===== src/rtl/cell_truth_sweeper_if.sv =====
`default_nettype none
// ============================================================================
// Module      : cell_truth_sweeper_if
// Description : Control, cell-stimulus and result bundle for the truth-table
//               sweeper. The slave side is the sweeper. The master side drives
//               start/abort and returns the output of the cell under test.
// Revision    : 1.0 - initial release
// ============================================================================
interface cell_truth_sweeper_if #(
  parameter int N_IN = 4
) ();

  logic            start;
  logic            abort;
  logic            zn_in;
  logic [N_IN-1:0] vec;
  logic            busy;
  logic            done;
  logic            pass;
  logic [N_IN:0]   err_count;
  logic            first_fail_valid;
  logic [N_IN-1:0] first_fail_idx;

  modport master (
    output start, abort, zn_in,
    input  vec, busy, done, pass, err_count, first_fail_valid, first_fail_idx
  );

  modport slave (
    input  start, abort, zn_in,
    output vec, busy, done, pass, err_count, first_fail_valid, first_fail_idx
  );

endinterface
`default_nettype wire


===== src/rtl/cell_truth_sweeper.sv =====
`default_nettype none
// ============================================================================
// Module      : cell_truth_sweeper
// Description : Drives every input combination of a small combinational cell
//               in ascending order. Each vector is held for SETTLE_CYCLES
//               before the cell output is sampled once. The sample is compared
//               with the EXPECT truth table, and the block reports pass/fail,
//               the mismatch count and the first failing vector index.
// Revision    : 1.0 - initial release
// ============================================================================
module cell_truth_sweeper #(
  parameter int                    N_IN          = 4,
  parameter int                    SETTLE_CYCLES = 2,
  parameter logic [(2**N_IN)-1:0]  EXPECT        = 16'h1FFF
) (
  input  wire                  clk,
  input  wire                  rst_n,
  cell_truth_sweeper_if.slave  bus    // interface N_IN must equal this N_IN
);

  localparam logic [7:0] C_SETTLE_LAST = 8'(SETTLE_CYCLES - 1);

  typedef enum logic [1:0] {
    S_IDLE   = 2'd0,
    S_APPLY  = 2'd1,
    S_SAMPLE = 2'd2,
    S_DONE   = 2'd3
  } state_t;

  state_t          r_state;
  state_t          w_state_next;
  logic [7:0]      r_cnt;
  logic [N_IN-1:0] r_vec;
  logic            r_done;
  logic            r_pass;
  logic [N_IN:0]   r_err_count;
  logic            r_ff_valid;
  logic [N_IN-1:0] r_ff_idx;

  logic            w_start_acc;
  logic            w_abort_acc;
  logic            w_compare;
  logic            w_last_vec;
  logic            w_mismatch;

  assign w_last_vec = &r_vec;
  assign w_mismatch = (bus.zn_in != EXPECT[r_vec]);

  // State register.
  always_ff @(posedge clk or negedge rst_n) begin
    if (!rst_n) begin
      r_state <= S_IDLE;
    end else begin
      r_state <= w_state_next;
    end
  end

  // Next-state and datapath strobes. Abort beats the SAMPLE compare.
  always_comb begin
    w_state_next = r_state;
    w_start_acc  = 1'b0;
    w_abort_acc  = 1'b0;
    w_compare    = 1'b0;
    case (r_state)
      S_IDLE: begin
        if (bus.start) begin
          w_start_acc  = 1'b1;
          w_state_next = S_APPLY;
        end
      end
      S_APPLY: begin
        if (bus.abort) begin
          w_abort_acc  = 1'b1;
          w_state_next = S_IDLE;
        end else if (r_cnt == C_SETTLE_LAST) begin
          w_state_next = S_SAMPLE;
        end
      end
      S_SAMPLE: begin
        if (bus.abort) begin
          w_abort_acc  = 1'b1;
          w_state_next = S_IDLE;
        end else begin
          w_compare    = 1'b1;
          w_state_next = w_last_vec ? S_DONE : S_APPLY;
        end
      end
      S_DONE: begin
        w_state_next = S_IDLE;
      end
      default: begin
        w_state_next = S_IDLE;
      end
    endcase
  end

  // Stimulus vector, settle counter and result registers.
  always_ff @(posedge clk or negedge rst_n) begin
    if (!rst_n) begin
      r_cnt       <= 8'd0;
      r_vec       <= '0;
      r_done      <= 1'b0;
      r_pass      <= 1'b0;
      r_err_count <= '0;
      r_ff_valid  <= 1'b0;
      r_ff_idx    <= '0;
    end else begin
      // The done pulse appears on the edge that leaves DONE.
      r_done <= (r_state == S_DONE);

      if (w_start_acc) begin
        r_vec       <= '0;
        r_cnt       <= 8'd0;
        r_err_count <= '0;
        r_pass      <= 1'b0;
        r_ff_valid  <= 1'b0;
        r_ff_idx    <= '0;
      end else if (w_abort_acc) begin
        // Partial error count and first-fail info are kept for debug.
        r_vec  <= '0;
        r_cnt  <= 8'd0;
        r_pass <= 1'b0;
      end else if (r_state == S_APPLY) begin
        r_cnt <= r_cnt + 8'd1;
      end else if (w_compare) begin
        if (w_mismatch) begin
          r_err_count <= r_err_count + 1'b1;
          if (!r_ff_valid) begin
            r_ff_valid <= 1'b1;
            r_ff_idx   <= r_vec;
          end
        end
        // The last vector stays on the pins until the sweep closes, so vec
        // never wraps inside a sweep.
        if (!w_last_vec) begin
          r_vec <= r_vec + 1'b1;
          r_cnt <= 8'd0;
        end
      end else if (r_state == S_DONE) begin
        // err_count already includes the final SAMPLE result here.
        r_pass <= (r_err_count == '0);
        r_vec  <= '0;
      end
    end
  end

  assign bus.vec              = r_vec;
  assign bus.busy             = (r_state != S_IDLE);
  assign bus.done             = r_done;
  assign bus.pass             = r_pass;
  assign bus.err_count        = r_err_count;
  assign bus.first_fail_valid = r_ff_valid;
  assign bus.first_fail_idx   = r_ff_idx;

endmodule
`default_nettype wire


===== src/flat_wrapper.sv =====
// flat-port wrapper written by rule: the top's interface ports become plain ports
module cell_truth_sweeper_flat 
#(
  parameter int                    N_IN          = 4,
  parameter int                    SETTLE_CYCLES = 2,
  parameter logic [(2**N_IN)-1:0]  EXPECT        = 16'h1FFF
)
  (clk, rst_n, bus_start, bus_abort, bus_zn_in, bus_vec, bus_busy, bus_done, bus_pass, bus_err_count, bus_first_fail_valid, bus_first_fail_idx);
  cell_truth_sweeper_if #(.N_IN(N_IN)) bus_i ();
  input  wire clk;
  input  wire rst_n;
  input wire logic [$bits(bus_i.start)-1:0] bus_start;
  input wire logic [$bits(bus_i.abort)-1:0] bus_abort;
  input wire logic [$bits(bus_i.zn_in)-1:0] bus_zn_in;
  output wire logic [$bits(bus_i.vec)-1:0] bus_vec;
  output wire logic [$bits(bus_i.busy)-1:0] bus_busy;
  output wire logic [$bits(bus_i.done)-1:0] bus_done;
  output wire logic [$bits(bus_i.pass)-1:0] bus_pass;
  output wire logic [$bits(bus_i.err_count)-1:0] bus_err_count;
  output wire logic [$bits(bus_i.first_fail_valid)-1:0] bus_first_fail_valid;
  output wire logic [$bits(bus_i.first_fail_idx)-1:0] bus_first_fail_idx;
  assign bus_i.start = bus_start;
  assign bus_i.abort = bus_abort;
  assign bus_i.zn_in = bus_zn_in;
  assign bus_vec = bus_i.vec;
  assign bus_busy = bus_i.busy;
  assign bus_done = bus_i.done;
  assign bus_pass = bus_i.pass;
  assign bus_err_count = bus_i.err_count;
  assign bus_first_fail_valid = bus_i.first_fail_valid;
  assign bus_first_fail_idx = bus_i.first_fail_idx;
  cell_truth_sweeper #(.N_IN(N_IN), .SETTLE_CYCLES(SETTLE_CYCLES), .EXPECT(EXPECT)) u_core (.clk(clk), .rst_n(rst_n), .bus(bus_i));
endmodule

===== config.mk =====
export PLATFORM = sky130hd
export DESIGN_NAME = cell_truth_sweeper_flat
export DESIGN_NICKNAME = d
export VERILOG_FILES = /design/src/rtl/cell_truth_sweeper_if.sv /design/src/rtl/cell_truth_sweeper.sv /design/src/flat_wrapper.sv
export SDC_FILE = /design/constraint.sdc
export NUM_CORES = 1
export LEC_CHECK = 0
export CORE_AREA = 2 2 56 58
export DETAILED_ROUTE_END_ITERATION = 8
export DIE_AREA = 0 0 58 60
export GPL_ROUTABILITY_DRIVEN = 0
export GPL_TIMING_DRIVEN = 0
export PLACE_DENSITY = 0.78
export SYNTH_ARGS = -nofsm -noshare
export SYNTH_HDL_FRONTEND = slang
export SYNTH_SLANG_ARGS = --single-unit

===== constraint.sdc =====
create_clock -name clk -period 5.5 [get_ports clk]
set_clock_uncertainty 0.15 [all_clocks]
set_input_delay 0.825 -clock clk [delete_from_list [all_inputs] [get_ports clk]]
set_output_delay 0.825 -clock clk [all_outputs]
set_load 0.01 [all_outputs]

==> flow_summary.json, run 1 <==
{
  "crit_path_end_kind": "output pin",
  "fp.dieW_um": 58,
  "status": "finished, final reports clean",
  "ys_ff_latch": 26,
  "cts_buffer_depth": 2,
  "period_share": 0.499,
  "syn-num-nets": 180,
  "htree_levels": 1,
  "r2r_start": "u_core.r_state[0]$_DFFE_PN0P_",
  "synthCells": 164,
  "p_leak_nw": 0.833,
  "nFillCells": 247,
  "fp.dieH_um": 60,
  "die_area_um2": 3480,
  "drt_wl_total_um": 3520,
  "clock-root-buffer": "clkbuf_4",
  "viasPerCell": 6.25,
  "reg2reg_depth": 7,
  "rsz0062_at_grt": "no",
  "max_cap_viol_count": 0,
  "final_hold_viol_count": 0,
  "startpoint": "u_core.r_state[0]$_DFFE_PN0P_",
  "wire_per_inst_um": 15.8,
  "peakVddDrop_v": 0.000295,
  "grt_max_degree": 27,
  "ant_nets": 0,
  "dpl.hpwl_um": 2610,
  "critical_path_class": "reg2out",
  "vias": 1387,
  "syn2layout_area_growth_pct": 18.3,
  "pin_count": 22,
  "crit_path_end": "bus_busy",
  "row_count": 20,
  "core_area_um2": 2900,
  "worstPathArrival_ns": 1.77,
  "rrSetupSlack_ns": 3.32,
  "drc_errors": 0,
  "timing.rr.end": "u_core.bus.first_fail_idx[1]$_DFFE_PN0P_",
  "final.setup.tns_ns": 0,
  "drt-pass1-iter-count": 4,
  "cts-resized-gates": 0,
  "max_slew_margin": 0.219,
  "postCtsSetupRepairBufs": 0,
  "max_freq_ghz": 0.364,
  "cp_data_required_time_ns": 4.53,
  "clk_pin_slew_ns": 0.14,
  "port_buffers": 21,
  "finalWorstSetupSlack_ns": 2.75,
  "cts_hold_buf": 0,
  "power_density_nw_per_um2": 424,
  "globalRouteOverflowTotal": 0,
  "holdCritPathClass": "reg2reg",
  "nNetsFinal": 206,
  "min_period_ns": 2.75,
  "grt_first_pass_wirelength_um": 6170,
  "drv_slew": 0,
  "whs_ns": 0.360,
  "dp.cells": 218,
  "finalNonFillerCells": 222,
  "netlist_area_um2": 1570,
  "clock_latency_ns": 0.32,
  "dp_slack_ns": 2.75,
  "grt_pass1_vias": 1483,
  "drive_gt1_frac": 0.0741,
  "antenna_cells": 0,
  "synth_area_per_cell_um2": 9.59,
  "cts_buffers": 3,
  "track_usage": 0.228,
  "yosysWarnings": 0,
  "setup_viol": 0,
  "initial_core_util": 0.542,
  "antenna_found_initial": 0,
  "cp-start-kind": "flip-flop",
  "ys_types": 48,
  "ys_seq_area_frac": 0.414,
  "worst_pin_slew_ns": 1.17,
  "cts.sinks": 26,
  "crit_fanout": 4,
  "cts_tree": "yes",
  "drt_iter0_drc": 86
}
==> worst max-delay path, stage by stage, from the launching register on <==
cell and delay (ns):
dfrtp_1 0.41, inv_1 0.11, ha_1 0.29, inv_1 0.10, clkdlybuf4s50_1 0.53
==> flip-flops by register name (all words and copies together), names as in the netlist <==
register,flops
u_core.bus.vec,4
u_core.bus.first_fail_idx,4
u_core.bus.err_count,5
u_core.r_state,2
u_core.bus.done,1
u_core.bus.first_fail_valid,1
u_core.r_cnt,8
u_core.bus.pass,1
==> worst min path at each step <==
stage / from / end / depth (start not counted)
2_1_floorplan: u_core.r_cnt[7]$_DFFE_PN0P_ / u_core.r_cnt[7]$_DFFE_PN0P_ / 2
3_3_place_gp: u_core.bus.pass$_DFFE_PN0P_ / u_core.bus.pass$_DFFE_PN0P_ / 2
3_5_place_dp: u_core.bus.pass$_DFFE_PN0P_ / u_core.bus.pass$_DFFE_PN0P_ / 2
4_1_cts: u_core.bus.pass$_DFFE_PN0P_ / u_core.bus.pass$_DFFE_PN0P_ / 2
5_1_grt: u_core.bus.first_fail_idx[3]$_DFFE_PN0P_ / u_core.bus.first_fail_idx[3]$_DFFE_PN0P_ / 1
6_report: u_core.bus.pass$_DFFE_PN0P_ / u_core.bus.pass$_DFFE_PN0P_ / 2
==> cell families (layout without fill, tap and decap cells) <==
family,after synthesis,in the layout,share of synthesized area
buffers and inverters,16,41,0.0406
AND/OR/NAND/NOR,61,61,0.203
AO/OA/AOI/OAI,42,42,0.201
flip-flops,26,26,0.414
multiplexers,5,5,0.0326
adder cells (fa/ha/maj),11,11,0.0875
XOR/XNOR,3,3,0.0215
==> Yosys cell counts (all sizes together) <==
cell	count	area [um2]
dfrtp	26	651
nand2	19	73.8
inv	12	45.0
ha	11	138
nand3	11	55.1
o21ai	10	50.1
nor2	8	30.0
a21oi	6	30.0
a22o	5	43.8
mux2i	4	40.0
nor3	4	20.0
o211ai	4	30.0
a21o	3	22.5
and3	3	18.8
buf	3	15.0
nor4	3	25.0
a31o	2	17.5
nand2b	2	12.5
or4	2	15.0
xnor2	2	17.5
a211o	1	8.76
a221o	1	10.0
a221oi	1	15.0
a22oi	1	21.3
a31oi	1	6.26
a41oi	1	8.76
and2	1	6.26
and3b	1	8.76
clkbuf	1	3.75
mux2	1	11.3
nand4	1	6.26
nand4b	1	8.76
nor2b	1	6.26
nor3b	1	7.51
nor4b	1	8.76
o21a	1	7.51
o21bai	1	7.51
o311a	1	10.0
o31ai	1	7.51
o32a	1	11.3
o41ai	1	8.76
or3	1	6.26
or4b	1	10.0
xor2	1	16.3
==> per-stage QoR <==
step            util  power (mW)  cell area [um2]
6_report       0.641       0.789             1860
5_1_grt        0.641       0.850             1860
4_1_cts        0.641       0.789             1860
3_5_place_dp   0.628       0.690             1820
3_3_place_gp   0.628       0.670             1820
2_1_floorplan      -       0.548             1570
==> power by group <==
group / internal [mW] / switching (mW)
Sequential: 0.228 / 0.0487
Combinational: 0.178 / 0.235
Clock: 0.0405 / 0.0578
Total: 0.447 / 0.342
==> cells in the final DEF, fill, tap and decap left out, types with 4 or more instances in the layout <==
| master | synthesis | layout |
|---|---|---|
| dfrtp_1 | 26 | 26 |
| nand2_1 | 18 | 18 |
| o21ai_0 | 6 | 6 |
| nand3_1 | 11 | 11 |
| nor2_1 | 8 | 8 |
| mux2i_1 | 4 | 4 |
| nor3_1 | 4 | 4 |
| inv_1 | 11 | 11 |
| ha_1 | 11 | 11 |
| a22o_1 | 5 | 5 |
| o21ai_1 | 4 | 4 |
| clkdlybuf4s50_1 | 0 | 21 |
| o211ai_1 | 4 | 4 |
| a21oi_1 | 6 | 6 |
==> metal layers <==
layer	GRT usage	wire length [um]	vias up
met5	0	0	-
met1	0.262	1450	684
li1	-	-	651
met2	0.409	1880	43
met4	0.130	51	0
met3	0.0260	133	9
==> final cells by class <==
| cell class | count | area, um2 | area share |
|---|---|---|---|
| sequential | 26 | 651 | 0.350 |
| buffer | 4 | 18.8 | 0.0101 |
| tap | 33 | 41.3 | 0.0222 |
| inverter | 12 | 45.0 | 0.0242 |
| clock buffer | 4 | 36.3 | 0.0195 |
| timing repair buffer | 21 | 210 | 0.113 |
| multi-input combinational | 122 | 858 | 0.461 |
Note: power is estimated with default switching activity, not from simulation.
==> inputs of run 2 (changes only) <==
Settings changed: CORE_AREA 2 2 56 58 to 2 2 60 62, DIE_AREA 0 0 58 60 to 0 0 62 64, PLACE_DENSITY 0.78 to 0.72.
Clock period 5.5 ns to 2.47 ns, I/O delays scaled along.
==> flow_summary.json, run 2 (same netlist as run 1, synthesis figures left out) <==
{
  "core_area_um2": 3280,
  "cts.sinks": 26,
  "dpl.hpwl_um": 2700,
  "drive_gt1_frac": 0.0691,
  "max_slew_margin": 0.239,
  "die_area_um2": 3970,
  "fp.dieH_um": 64,
  "row_count": 21,
  "post_dp_cell_area_um2": 1840,
  "p_total_mw": 1.71,
  "design_area_um2": 1860,
  "hp-start": "u_core.bus.pass$_DFFE_PN0P_",
  "met2_usage": 0.361,
  "grt_pass1_vias": 1391,
  "initial_core_util": 0.479,
  "htree_levels": 1,
  "drt-pass1-iter-count": 5,
  "use_met3": 0.0324,
  "wire_per_inst_um": 15.4,
  "final_hold_viol_count": 0,
  "largest_register": "u_core.r_cnt",
  "viasPerCell": 5.81,
  "startpoint": "u_core.r_state[0]$_DFFE_PN0P_",
  "period_share": 0.917,
  "peakVddDrop_v": 0.000592,
  "setup_viol": 0,
  "max_freq_ghz": 0.441,
  "cts_hold_buf": 0,
  "vias": 1359,
  "drt_wl_total_um": 3610,
  "worst_pin_slew_ns": 1.14,
  "nNetsFinal": 206,
  "gr-usage-met1": 0.239,
  "pin_count": 22,
  "r2r_start": "u_core.r_state[0]$_DFFE_PN0P_",
  "crit_path_end_kind": "output pin",
  "clock_latency_ns": 0.32,
  "grt_max_degree": 27,
  "holdCritPathClass": "reg2reg",
  "cts_buffer_depth": 2,
  "min_period_ns": 2.27,
  "syn2layout_area_growth_pct": 18.5,
  "clk_pin_slew_ns": 0.13,
  "largest_reg_flops": 8,
  "drv_slew": 0,
  "port_buffers": 21,
  "track_usage": 0.203,
  "final.setup.tns_ns": 0,
  "rsz0062_at_grt": "no",
  "antenna_found_initial": 0,
  "crit_fanout": 4,
  "critical_path_class": "reg2out",
  "cp-start-kind": "flip-flop",
  "mostFrequentLayoutCell": "dfrtp_1",
  "worstPathArrival_ns": 1.75,
  "gr-max-usage-layer": "met2",
  "p_leak_nw": 0.826,
  "cts_tree": "yes",
  "final_cell_mix": "dfrtp_1 (26), clkdlybuf4s50_1 (21), nand2_1 (18)",
  "status": "finished, final reports clean",
  "cts_buffers": 3,
  "fp.dieW_um": 62,
  "power_density_nw_per_um2": 918,
  "cp_data_required_time_ns": 1.95,
  "drt_iter0_drc": 106,
  "max_cap_viol_count": 0,
  "antenna_cells": 0,
  "globalRouteOverflowTotal": 0,
  "drc_errors": 0,
  "grt_first_pass_wirelength_um": 6160,
  "cts-resized-gates": 0,
  "clock-root-buffer": "clkbuf_4",
  "ant_nets": 0,
  "postCtsSetupRepairBufs": 0
}
==> run 2: cell count changes in the layout (fill, tap and decap cells not counted) <==
cell	before	now
clkbuf_8	1	0
==> run 2: worst paths after layout <==
path / to / slack, ns / cells past startpoint
min in group asynchronous: u_core.bus.err_count[0]$_DFFE_PN0P_ / 0.49 / 1
min: u_core.bus.pass$_DFFE_PN0P_ / 0.34 / 2
max in group asynchronous: u_core.bus.vec[3]$_DFFE_PN0P_ / 1.01 / 1
max reg2reg: u_core.bus.first_fail_idx[0]$_DFFE_PN0P_ / 0.31 / 7
min reg2reg: u_core.bus.pass$_DFFE_PN0P_ / 0.34 / 2
max: bus_busy / 0.20 / 4
==> run 2: final cells by class <==
class | instances | area, um2
clock buffer | 3 | 22.5
fill | 293 | 1420
buffer | 4 | 18.8
inverter | 12 | 45.0
timing repair buffer | 21 | 210
sequential | 26 | 651
multi-input combinational | 122 | 858
tap | 46 | 57.6
==> run 2: worst max-delay path: stages (launching register included) <==
cell,delay [ns]
dfrtp_1,0.41
inv_1,0.10
ha_1,0.28
inv_1,0.10
clkdlybuf4s50_1,0.53
==> run 2: per-stage QoR <==
step / hold slack (ns) / setup WS, ns / util / instances
floorplan: -0.0751 / 0.577 / - / 164
global placement: 0.313 / 0.208 / 0.560 / 231
detailed placement: 0.317 / 0.149 / 0.560 / 231
CTS: 0.350 / 0.197 / 0.567 / 234
global route: 0.400 / 0.104 / 0.567 / 234
finish: 0.342 / 0.204 / 0.567 / 234
==> run 2: routing by layer <==
metal / vias to the layer above / wire, um / part of all wire
li1: 647 / - / -
met1: 675 / 1520 / 0.42
met2: 27 / 1940 / 0.54
met3: 10 / 95 / 0.026
met4: 0 / 61 / 0.017
met5: - / 0 / 0
==> run 2: power by group <==
group          switching, mW  internal, mW
logic                  0.521         0.396
registers              0.103         0.508
clock network          0.125        0.0573
total                  0.749         0.961
